[src/rtl/peridot_i2c_seq.sv]
// peridot_i2c_seq
// Queues byte-level I2C commands and plays them into an I2C master through its
// two-register access port. At start-up the master is taken out of reset and
// given its SCL divider; afterwards each command is issued once the master
// reports ready, and the master's response is returned.
//
// Optional feature (macro PERIDOT_I2C_SEQ_NACKABORT_EN): a write answered with
// NACK flushes every queued command and sets the sticky err flag. Without the
// macro, err is tied low and err_clr is ignored.
//
// Ports
//   clock_sig, reset_sig     rising-edge clock, async active-high reset
//   cmd_valid/cmd_ready      command push; cmd_data = {sta, stp, rd_nwr, nack, txdata[7:0]}
//   rsp_valid/rsp_ready      response handshake; rsp_data = {ack_bit, rxdata[7:0]}
//   m_address, m_write,      master register select and single-cycle strobes
//   m_read, m_writedata
//   m_readdata               master read data, valid in the cycle m_read is high
//   busy                     low only in IDLE with the command queue empty
//   err, err_clr             sticky abort flag and its clear
//
// state    | meaning
// CFG_RST  | write control word, releasing the master's device reset
// CFG_POLL | read status until the master reports ready
// CFG_DIV  | repeat the control write so the divider is taken while ready
// IDLE     | wait for a queued command
// CHECK    | read status until ready, then pop the queue head
// ISSUE    | write the command word
// GAP      | one quiet cycle so the master's ready has dropped
// POLL     | read status until ready, capture the response
// RESP     | present the response until accepted
module peridot_i2c_seq #(
    parameter logic [9:0] CLKDIV     = 10'd124,
    parameter int         DEPTH_LOG2 = 4
) (
    input  logic        clock_sig,
    input  logic        reset_sig,
    input  logic        cmd_valid,
    input  logic [11:0] cmd_data,
    output logic        cmd_ready,
    output logic        rsp_valid,
    output logic [8:0]  rsp_data,
    input  logic        rsp_ready,
    output logic        m_address,
    output logic        m_write,
    output logic        m_read,
    output logic [31:0] m_writedata,
    input  logic [31:0] m_readdata,
    output logic        busy,
    output logic        err,
    input  logic        err_clr
);
    localparam int                  DEPTH    = 1 << DEPTH_LOG2;
    localparam logic [DEPTH_LOG2:0] FULL_CNT = (DEPTH_LOG2 + 1)'(DEPTH);
    localparam logic [31:0]         CFG_WORD = {22'd0, CLKDIV};

    typedef enum logic [3:0] {
        CFG_RST, CFG_POLL, CFG_DIV, IDLE, CHECK, ISSUE, GAP, POLL, RESP
    } state_t;

    state_t                state, state_nxt;
    logic [11:0]           fifo_mem [DEPTH];
    logic [DEPTH_LOG2-1:0] wr_ptr, rd_ptr;
    logic [DEPTH_LOG2:0]   fifo_cnt;
    logic                  fifo_empty, fifo_full;
    logic                  push, pop, flush, mst_ready;
    logic [11:0]           cur_cmd;
    logic [21:0]           unused_rdata;

    assign unused_rdata = m_readdata[31:10];
    assign mst_ready    = m_readdata[9];
    assign fifo_empty   = (fifo_cnt == '0);
    assign fifo_full    = (fifo_cnt == FULL_CNT);
    assign pop          = (state == CHECK) && mst_ready;
    // A pop in the same cycle frees a slot, so a full queue may still accept.
    assign cmd_ready    = !reset_sig && (!fifo_full || pop);
    assign push         = cmd_valid && cmd_ready;

`ifdef PERIDOT_I2C_SEQ_NACKABORT_EN
    logic err_q;
    // Abort decided on the POLL->RESP transition of a write that saw NACK.
    assign flush = (state == POLL) && mst_ready && !cur_cmd[9] && m_readdata[8];

    always_ff @(posedge clock_sig or posedge reset_sig) begin
        if (reset_sig)    err_q <= 1'b0;
        else if (flush)   err_q <= 1'b1;
        else if (err_clr) err_q <= 1'b0;
    end
    assign err = err_q;
`else
    logic unused_err_clr;
    assign unused_err_clr = err_clr;
    assign flush          = 1'b0;
    assign err            = 1'b0;
`endif

    always_ff @(posedge clock_sig) begin
        if (push) fifo_mem[wr_ptr] <= cmd_data;
    end

    always_ff @(posedge clock_sig or posedge reset_sig) begin
        if (reset_sig) begin
            wr_ptr   <= '0;
            rd_ptr   <= '0;
            fifo_cnt <= '0;
        end else begin
            if (push) wr_ptr <= wr_ptr + 1'b1;
            if (flush) begin
                // Everything already queued is dropped; a same-cycle push survives.
                rd_ptr   <= wr_ptr;
                fifo_cnt <= {{DEPTH_LOG2{1'b0}}, push};
            end else begin
                if (pop) rd_ptr <= rd_ptr + 1'b1;
                case ({push, pop})
                    2'b10:   fifo_cnt <= fifo_cnt + 1'b1;
                    2'b01:   fifo_cnt <= fifo_cnt - 1'b1;
                    default: fifo_cnt <= fifo_cnt;
                endcase
            end
        end
    end

    always_ff @(posedge clock_sig or posedge reset_sig) begin
        if (reset_sig) begin
            cur_cmd  <= '0;
            rsp_data <= '0;
        end else begin
            if (pop) cur_cmd <= fifo_mem[rd_ptr];
            if ((state == POLL) && mst_ready) rsp_data <= m_readdata[8:0];
        end
    end

    always_ff @(posedge clock_sig or posedge reset_sig) begin
        if (reset_sig) state <= CFG_RST;
        else           state <= state_nxt;
    end

    always_comb begin
        state_nxt = state;
        case (state)
            CFG_RST:  state_nxt = CFG_POLL;
            CFG_POLL: if (mst_ready) state_nxt = CFG_DIV;
            CFG_DIV:  state_nxt = IDLE;
            IDLE:     if (!fifo_empty) state_nxt = CHECK;
            CHECK:    if (mst_ready) state_nxt = ISSUE;
            ISSUE:    state_nxt = GAP;
            GAP:      state_nxt = POLL;
            POLL:     if (mst_ready) state_nxt = RESP;
            RESP:     if (rsp_ready) state_nxt = IDLE;
            default:  state_nxt = CFG_RST;
        endcase
    end

    // Strobes are held off while reset is high, so the CFG_RST write is
    // taken on the first clock edge after release.
    always_comb begin
        m_write     = 1'b0;
        m_read      = 1'b0;
        m_address   = 1'b0;
        m_writedata = '0;
        rsp_valid   = (state == RESP);
        busy        = !((state == IDLE) && fifo_empty);
        if (!reset_sig) begin
            case (state)
                CFG_RST, CFG_DIV: begin
                    m_write     = 1'b1;
                    m_address   = 1'b1;
                    m_writedata = CFG_WORD;
                end
                CFG_POLL, CHECK, POLL: m_read = 1'b1;
                ISSUE: begin
                    m_write     = 1'b1;
                    m_writedata = {19'd0, cur_cmd[11:9], 1'b1, cur_cmd[8:0]};
                end
                default: ;
            endcase
        end
    end
endmodule

[config.mk]
export PLATFORM = sky130hd
export DESIGN_NAME = peridot_i2c_seq
export DESIGN_NICKNAME = d
export VERILOG_FILES = /design/src/rtl/peridot_i2c_seq.sv
export SDC_FILE = /design/constraint.sdc
export NUM_CORES = 1
export LEC_CHECK = 0
export BUFFER_PORTS_ARGS = -buffer_cell sky130_fd_sc_hd__buf_2
export CAP_MARGIN = 10
export CORE_MARGIN = 2
export CORE_UTILIZATION = 24
export DETAILED_ROUTE_END_ITERATION = 10
export GPL_TIMING_DRIVEN = 0
export PLACE_DENSITY_LB_ADDON = 0.08
export SYNTH_ARGS = -nofsm -noshare
export SYNTH_HDL_FRONTEND = slang
export SYNTH_SLANG_ARGS = --single-unit
[constraint.sdc]
create_clock -name clock_sig -period 3.8 [get_ports clock_sig]
set_clock_uncertainty 0.05 [all_clocks]
set_input_delay 0.76 -clock clock_sig [delete_from_list [all_inputs] [get_ports clock_sig]]
set_output_delay 0.76 -clock clock_sig [all_outputs]
set_load 0.02 [all_outputs]
==> results.json, run 1 <==
{
  "status": "finished clean",
  "hold_class": "input pin to asynchronous set/reset pin",
  "grt_antenna_before_repair": 0,
  "critical_path_required_ns": 2.99,
  "pwr-share-seq_pct": 40.6,
  "use_met2_pct": 20.1,
  "p_sw_w": 0.00253,
  "synthArstFlopShare_pct": 16.5,
  "cts_tree": "built",
  "arrival_ns": 2.80,
  "rows": 73,
  "layout-drive-gt1-share_pct": 31.9,
  "drc_errors": 0,
  "power.internal_w": 0.00539,
  "layout.nets": 675,
  "ys_warn_count": 0,
  "drv_slew": 0,
  "pre_cts_slack_ns": 0.0928,
  "synth_area_per_cell_um2": 18.6,
  "crit_path_end_kind": "output port",
  "die_x_um": 204,
  "synth_edf_count": 192,
  "power_density_nw_per_um2": 696,
  "insertion_delay_ns": 0.54,
  "first_pass_iters": 4,
  "rsz0062_at_grt": "false",
  "fin_ws_ns": 0.194,
  "synth_ff_type": "edfxtp_1",
  "numCtsBuffers": 26,
  "grt_max_degree": 31,
  "dieArea_um2": 41600,
  "top_level_ports": 97,
  "regToRegSetupSlack_ns": 0.42,
  "cts_buffer_depth": 3,
  "drv_cap": 0,
  "netlist_area_um2": 9600,
  "grt_pass1_wl_um": 36100,
  "ys_seq_area_share_pct": 69.9,
  "critical_path_class": "input pin to output port",
  "start_util_pct": 24.2,
  "overflow": 0,
  "postRouteAntennaNets": 0,
  "synth_top_area_share_pct": 60.0,
  "yosys.area.top_type": "edfxtp_1",
  "final_cell_count_no_fill": 1162,
  "placed_cells": 1114,
  "totalWireLength_um": 24800,
  "routabilityCongestion": 0.745,
  "fmax_mhz": 277,
  "slew_headroom_pct": 26.7,
  "setup_viol": 0,
  "grt_use_met3_pct": 2.42,
  "postCtsHoldBufs": 0,
  "irDropWorstVdd_mv": 0.339,
  "grt_pass1_vias": 5395,
  "grt_util_all_layers_pct": 12.1,
  "drtIter0Drc": 333,
  "clk_pin_slew_ns": 0.06,
  "cts_resized": 0,
  "htree_num_levels": 1,
  "rr_endpoint": "fifo_cnt[4]",
  "comb_power_share_pct": 30.6,
  "swShare_pct": 31.9,
  "core_area_um2": 39600,
  "via_per_inst": 4.28,
  "power_leakage_nw": 4.07,
  "min_period_ns": 3.61,
  "synth.distinct_cells": 58,
  "reg2regPathDepth": 14,
  "rr_startpoint": "state[3]",
  "synthCells": 516,
  "hold_viol": 0,
  "cts_root_buf": "clkbuf_16",
  "worstPathMaxFanout": 30,
  "pwr-share-clk_pct": 28.8,
  "syn_to_final_growth_pct": 18.5,
  "vias": 4978,
  "ys_ff_latch": 230,
  "cp-startpoint": "reset_sig",
  "port-buffer-count": 53,
  "routedWlPerCell_um": 21.4,
  "die_h_um": 204,
  "use_met1_pct": 16.0,
  "post-cts-setup-buffer-count": 0,
  "worst_pin_slew_ns": 1.09,
  "startpoint_type": "input pin",
  "place_hpwl_um": 16100,
  "grt.busiest_layer": "met2",
  "n_antenna_cell": 0,
  "period_share_pct": 94.9,
  "numClockSinks": 230,
  "synthTopCellsByArea": "edfxtp_1 (60%), mux4_2 (11%), dfrtp_1 (9.9%)"
}
synthesized netlist by cell type (all sizes together) (2+ instances only):
cell type / instances
and3b: 2
nor2b: 3
nor3: 3
mux2i: 17
buf: 42
nor3b: 4
a22oi: 8
nand3: 5
and2: 12
a21o: 6
mux2: 11
a21oi: 2
and3: 11
a311o: 2
inv: 8
a311oi: 4
a2bb2oi: 3
mux4: 48
nor2: 10
xor2: 8
xnor2: 5
nor4: 2
clkbuf: 5
edfxtp: 192
o21a: 3
nand2: 14
and4: 3
o211ai: 8
o21ai: 11
nand3b: 3
dfrtp: 38
ha: 9
cell usage in the layout (no fill, tap or decap), types with 3 or more instances in the layout:
master / count
a21o_1: 6
a22oi_1: 8
a2bb2oi_1: 3
and2_1: 12
and3_1: 11
and4_1: 3
buf_2: 62
buf_4: 28
buf_6: 3
clkbuf_1: 20
clkbuf_16: 26
clkinv_1: 4
conb_1: 20
dfrtp_1: 38
edfxtp_1: 192
ha_1: 9
inv_1: 7
mux2_2: 11
mux2i_1: 17
mux4_2: 48
nand2_1: 13
nand3_1: 5
nand3b_1: 3
nor2_1: 10
nor2b_1: 3
nor3b_1: 3
o211ai_2: 7
o21a_1: 3
o21ai_0: 6
o21ai_1: 5
xnor2_1: 5
xor2_1: 8
power by group through the flow:
stage	Sequential [W]	Combinational (W)	Clock (W)
3_3_place_gp	0.00326	0.00246	0
6_report	0.00322	0.00243	0.00228
2_1_floorplan	0.00328	0.00168	0
4_1_cts	0.00322	0.00251	0.00237
5_1_grt	0.00325	0.00265	0.00246
3_5_place_dp	0.00327	0.00250	0
worst max path at each step:
| stage | slack, ns | cells after the start | to |
|---|---|---|---|
| floorplan | 0.41 | 4 | m_writedata[0] |
| global placement | -0.71 | 6 | m_writedata[6] |
| detailed placement | 0.09 | 14 | fifo_cnt[4] |
| CTS | 0.21 | 7 | m_writedata[6] |
| global route | 0.09 | 7 | m_writedata[6] |
| finish | 0.19 | 7 | m_writedata[6] |
layout make-up:
type                    instances  area, um^2
fillers                      4008       28300
flip-flops and latches        230        6720
multi-input cells             249        2620
clock buffers                  42         721
well taps                     525         657
plain buffers                  47         315
repair buffers                 54         285
clock inverters                 6        37.5
inverters                       9        33.8
worst max-delay path, cell delays in order:
cell	delay, ns
buf_2	0.16
inv_2	0.23
buf_12	0.25
and3_1	0.39
clkbuf_1	0.54
a21o_1	0.26
buf_2	0.18
sequential cells by signal, summed over array words and instances, names as in the netlist:
| register | flops |
|---|---|
| wr_ptr | 4 |
| cur_cmd | 12 |
| fifo_mem | 192 |
| rd_ptr | 4 |
| state | 4 |
| fifo_cnt | 5 |
| rsp_data | 9 |
through the flow:
| step | hold WS (ns) | setup TNS (ns) | cell area, um^2 | util, % | power [W] |
|---|---|---|---|---|---|
| global placement | 0.417 | -7.29 | 10600 | 26.7 | 0.00572 |
| finish | 0.170 | 0 | 11400 | 28.7 | 0.00793 |
| detailed placement | 0.420 | 0 | 10600 | 26.8 | 0.00576 |
| global route | 0.173 | 0 | 11400 | 28.7 | 0.00837 |
| floorplan | 0.398 | 0 | 9670 | - | 0.00496 |
| CTS | 0.152 | 0 | 11400 | 28.7 | 0.00810 |
metal layers:
| metal | vias up | routed length (um) |
|---|---|---|
| met5 | - | 0 |
| met4 | 0 | 615 |
| met3 | 32 | 952 |
| met2 | 102 | 12000 |
| met1 | 2631 | 11200 |
| li1 | 2213 | - |
kinds of logic after synthesis:
family                     Yosys count  share of synthesized area (%)
and+or+nand+nor                     79                           5.19
DFF                                230                           69.9
AOI/OAI and AO/OA                   52                           4.52
muxes                               76                           14.3
xor gates and xnor gates            13                           1.19
other                                1                         0.0391
adders and majority gates            9                           1.17
buffers and inverters               56                           3.64
Note: power is estimated with default switching activity, not from simulation.
==> inputs of run 2 (changes only) <==
--- a/config.mk
+++ b/config.mk
@@ -12,6 +12,7 @@
 export DETAILED_ROUTE_END_ITERATION = 10
 export GPL_TIMING_DRIVEN = 0
 export PLACE_DENSITY_LB_ADDON = 0.08
+export RECOVER_POWER = 25
 export SYNTH_ARGS = -nofsm -noshare
 export SYNTH_HDL_FRONTEND = slang
 export SYNTH_SLANG_ARGS = --single-unit
==> results.json, run 2 (synthesis gave the netlist of run 1 again) <==
{
  "power_leakage_nw": 4.04,
  "status": "finished clean",
  "period_share_pct": 94.6,
  "post-cts-setup-buffer-count": 0,
  "place_hpwl_um": 16100,
  "critical_path.max_stage_delay_ns": 0.53,
  "fillCellCount": 4004,
  "irDropWorstVdd_mv": 0.339,
  "mostFrequentLayoutCells": "edfxtp_1 (192), buf_2 (53), mux4_2 (48)",
  "startpoint_type": "input pin",
  "core_area_um2": 39600,
  "die_h_um": 204,
  "start_util_pct": 24.2,
  "whs_ns": 0.170,
  "rsz0062_at_grt": "false",
  "design_area_um2": 11400,
  "power_density_nw_per_um2": 697,
  "grt_antenna_before_repair": 0,
  "worstPathMaxFanout": 30,
  "routedWlPerCell_um": 21.3,
  "worst_pin_slew_ns": 1.09,
  "dpl_cell_area_um2": 10600,
  "setup_viol": 0,
  "crit_path_end_kind": "output port",
  "grt_pass1_vias": 5395,
  "regMostFlops": "fifo_mem",
  "vias": 4986,
  "first_pass_iters": 4,
  "htree_num_levels": 1,
  "arrival_ns": 2.79,
  "slew_headroom_pct": 26.9,
  "numClockSinks": 230,
  "totalWireLength_um": 24800,
  "cts_resized": 0,
  "dieArea_um2": 41600,
  "drc_errors": 0,
  "cts_buffer_depth": 3,
  "critical_path_required_ns": 2.99,
  "numCtsBuffers": 26,
  "cts_root_buf": "clkbuf_16",
  "rows": 73,
  "routabilityCongestion": 0.745,
  "largest_reg_flops": 192,
  "grt_util_all_layers_pct": 12.1,
  "path_cells": "buf_2, inv_2, buf_12, and3_1, clkbuf_1, a21o_1, buf_2",
  "fmax_mhz": 278,
  "layout.nets": 675,
  "regArea_um2": 6720,
  "port-buffer-count": 53,
  "die_x_um": 204,
  "multi_input_area_um2": 2620,
  "via_per_inst": 4.29,
  "layout-drive-gt1-share_pct": 30.5,
  "slowest_stage": "clkbuf_1",
  "n_antenna_cell": 0,
  "final_common_cell": "edfxtp_1",
  "grt_pass1_wl_um": 36100,
  "overflow": 0,
  "postCtsHoldBufs": 0,
  "critical_path_class": "input pin to output port",
  "postRouteAntennaNets": 0,
  "clk_pin_slew_ns": 0.06,
  "cts_tree": "built",
  "drv_slew": 0,
  "insertion_delay_ns": 0.54,
  "top_level_ports": 97,
  "hold_viol": 0,
  "drv_cap": 0,
  "largestRegisters": "fifo_mem x192, cur_cmd x12, rsp_data x9",
  "tns_ns": 0,
  "grt_max_degree": 31,
  "min_period_ns": 3.60,
  "crit_top_cell": "buf_2",
  "drtIter0Drc": 338,
  "syn_to_final_growth_pct": 18.4,
  "hold_class": "input pin to asynchronous set/reset pin"
}
[run 2: per-layer routing]
layer / track usage, % / routed length, um
met5: 0 / 0
met2: 20.1 / 12000
met1: 16.0 / 11200
met4: 3.67 / 611
met3: 2.42 / 992
[run 2: area by class of cell]
class / count / share of cell area [%]
flip-flops and latches: 230 / 59.1
plain buffers: 47 / 2.77
repair buffers: 54 / 2.41
well taps: 525 / 5.78
inverters: 9 / 0.297
clock buffers: 42 / 6.34
multi-input cells: 249 / 23.0
clock inverters: 6 / 0.330
[run 2: path summary, 6_finish.rpt]
path                       slack [ns]  cells after the start        endpoint     startpoint
setup reg to reg                 0.42                     14     fifo_cnt[4]       state[3]
max in group asynchronous        3.06                      3      cur_cmd[9]      reset_sig
hold / removal                   0.17                      2     fifo_cnt[4]      reset_sig
min in group clock_sig           0.40                      2     rsp_data[7]  m_readdata[7]
hold reg to reg                  0.44                      2      cur_cmd[8]     cur_cmd[8]
setup / recovery                 0.20                      7  m_writedata[6]      reset_sig
[run 2: where the power goes]
group | total [W] | internal, W | switching, W
sequential | 0.00322 | 0.00305 | 0.000171
combinational | 0.00242 | 0.00105 | 0.00137
clock | 0.00228 | 0.00129 | 0.000989
total | 0.00792 | 0.00539 | 0.00253
[run 2: metrics by stage]
step	utilization (%)	power, W	setup slack, ns	instances
6_report	28.7	0.00792	0.204	1162
3_5_place_dp	26.8	0.00576	0.0928	1114
2_1_floorplan	-	0.00496	0.409	535
3_3_place_gp	26.7	0.00572	-0.712	1113
4_1_cts	28.7	0.00810	0.210	1162
5_1_grt	28.7	0.00837	0.0897	1162
[run 2: critical path, delay by kind of cell]
| family | cells | cell delay [ns] |
|---|---|---|
| and+or+nand+nor | 1 | 0.39 |
| AOI/OAI and AO/OA | 1 | 0.26 |
| buffers and inverters | 5 | 1.35 |
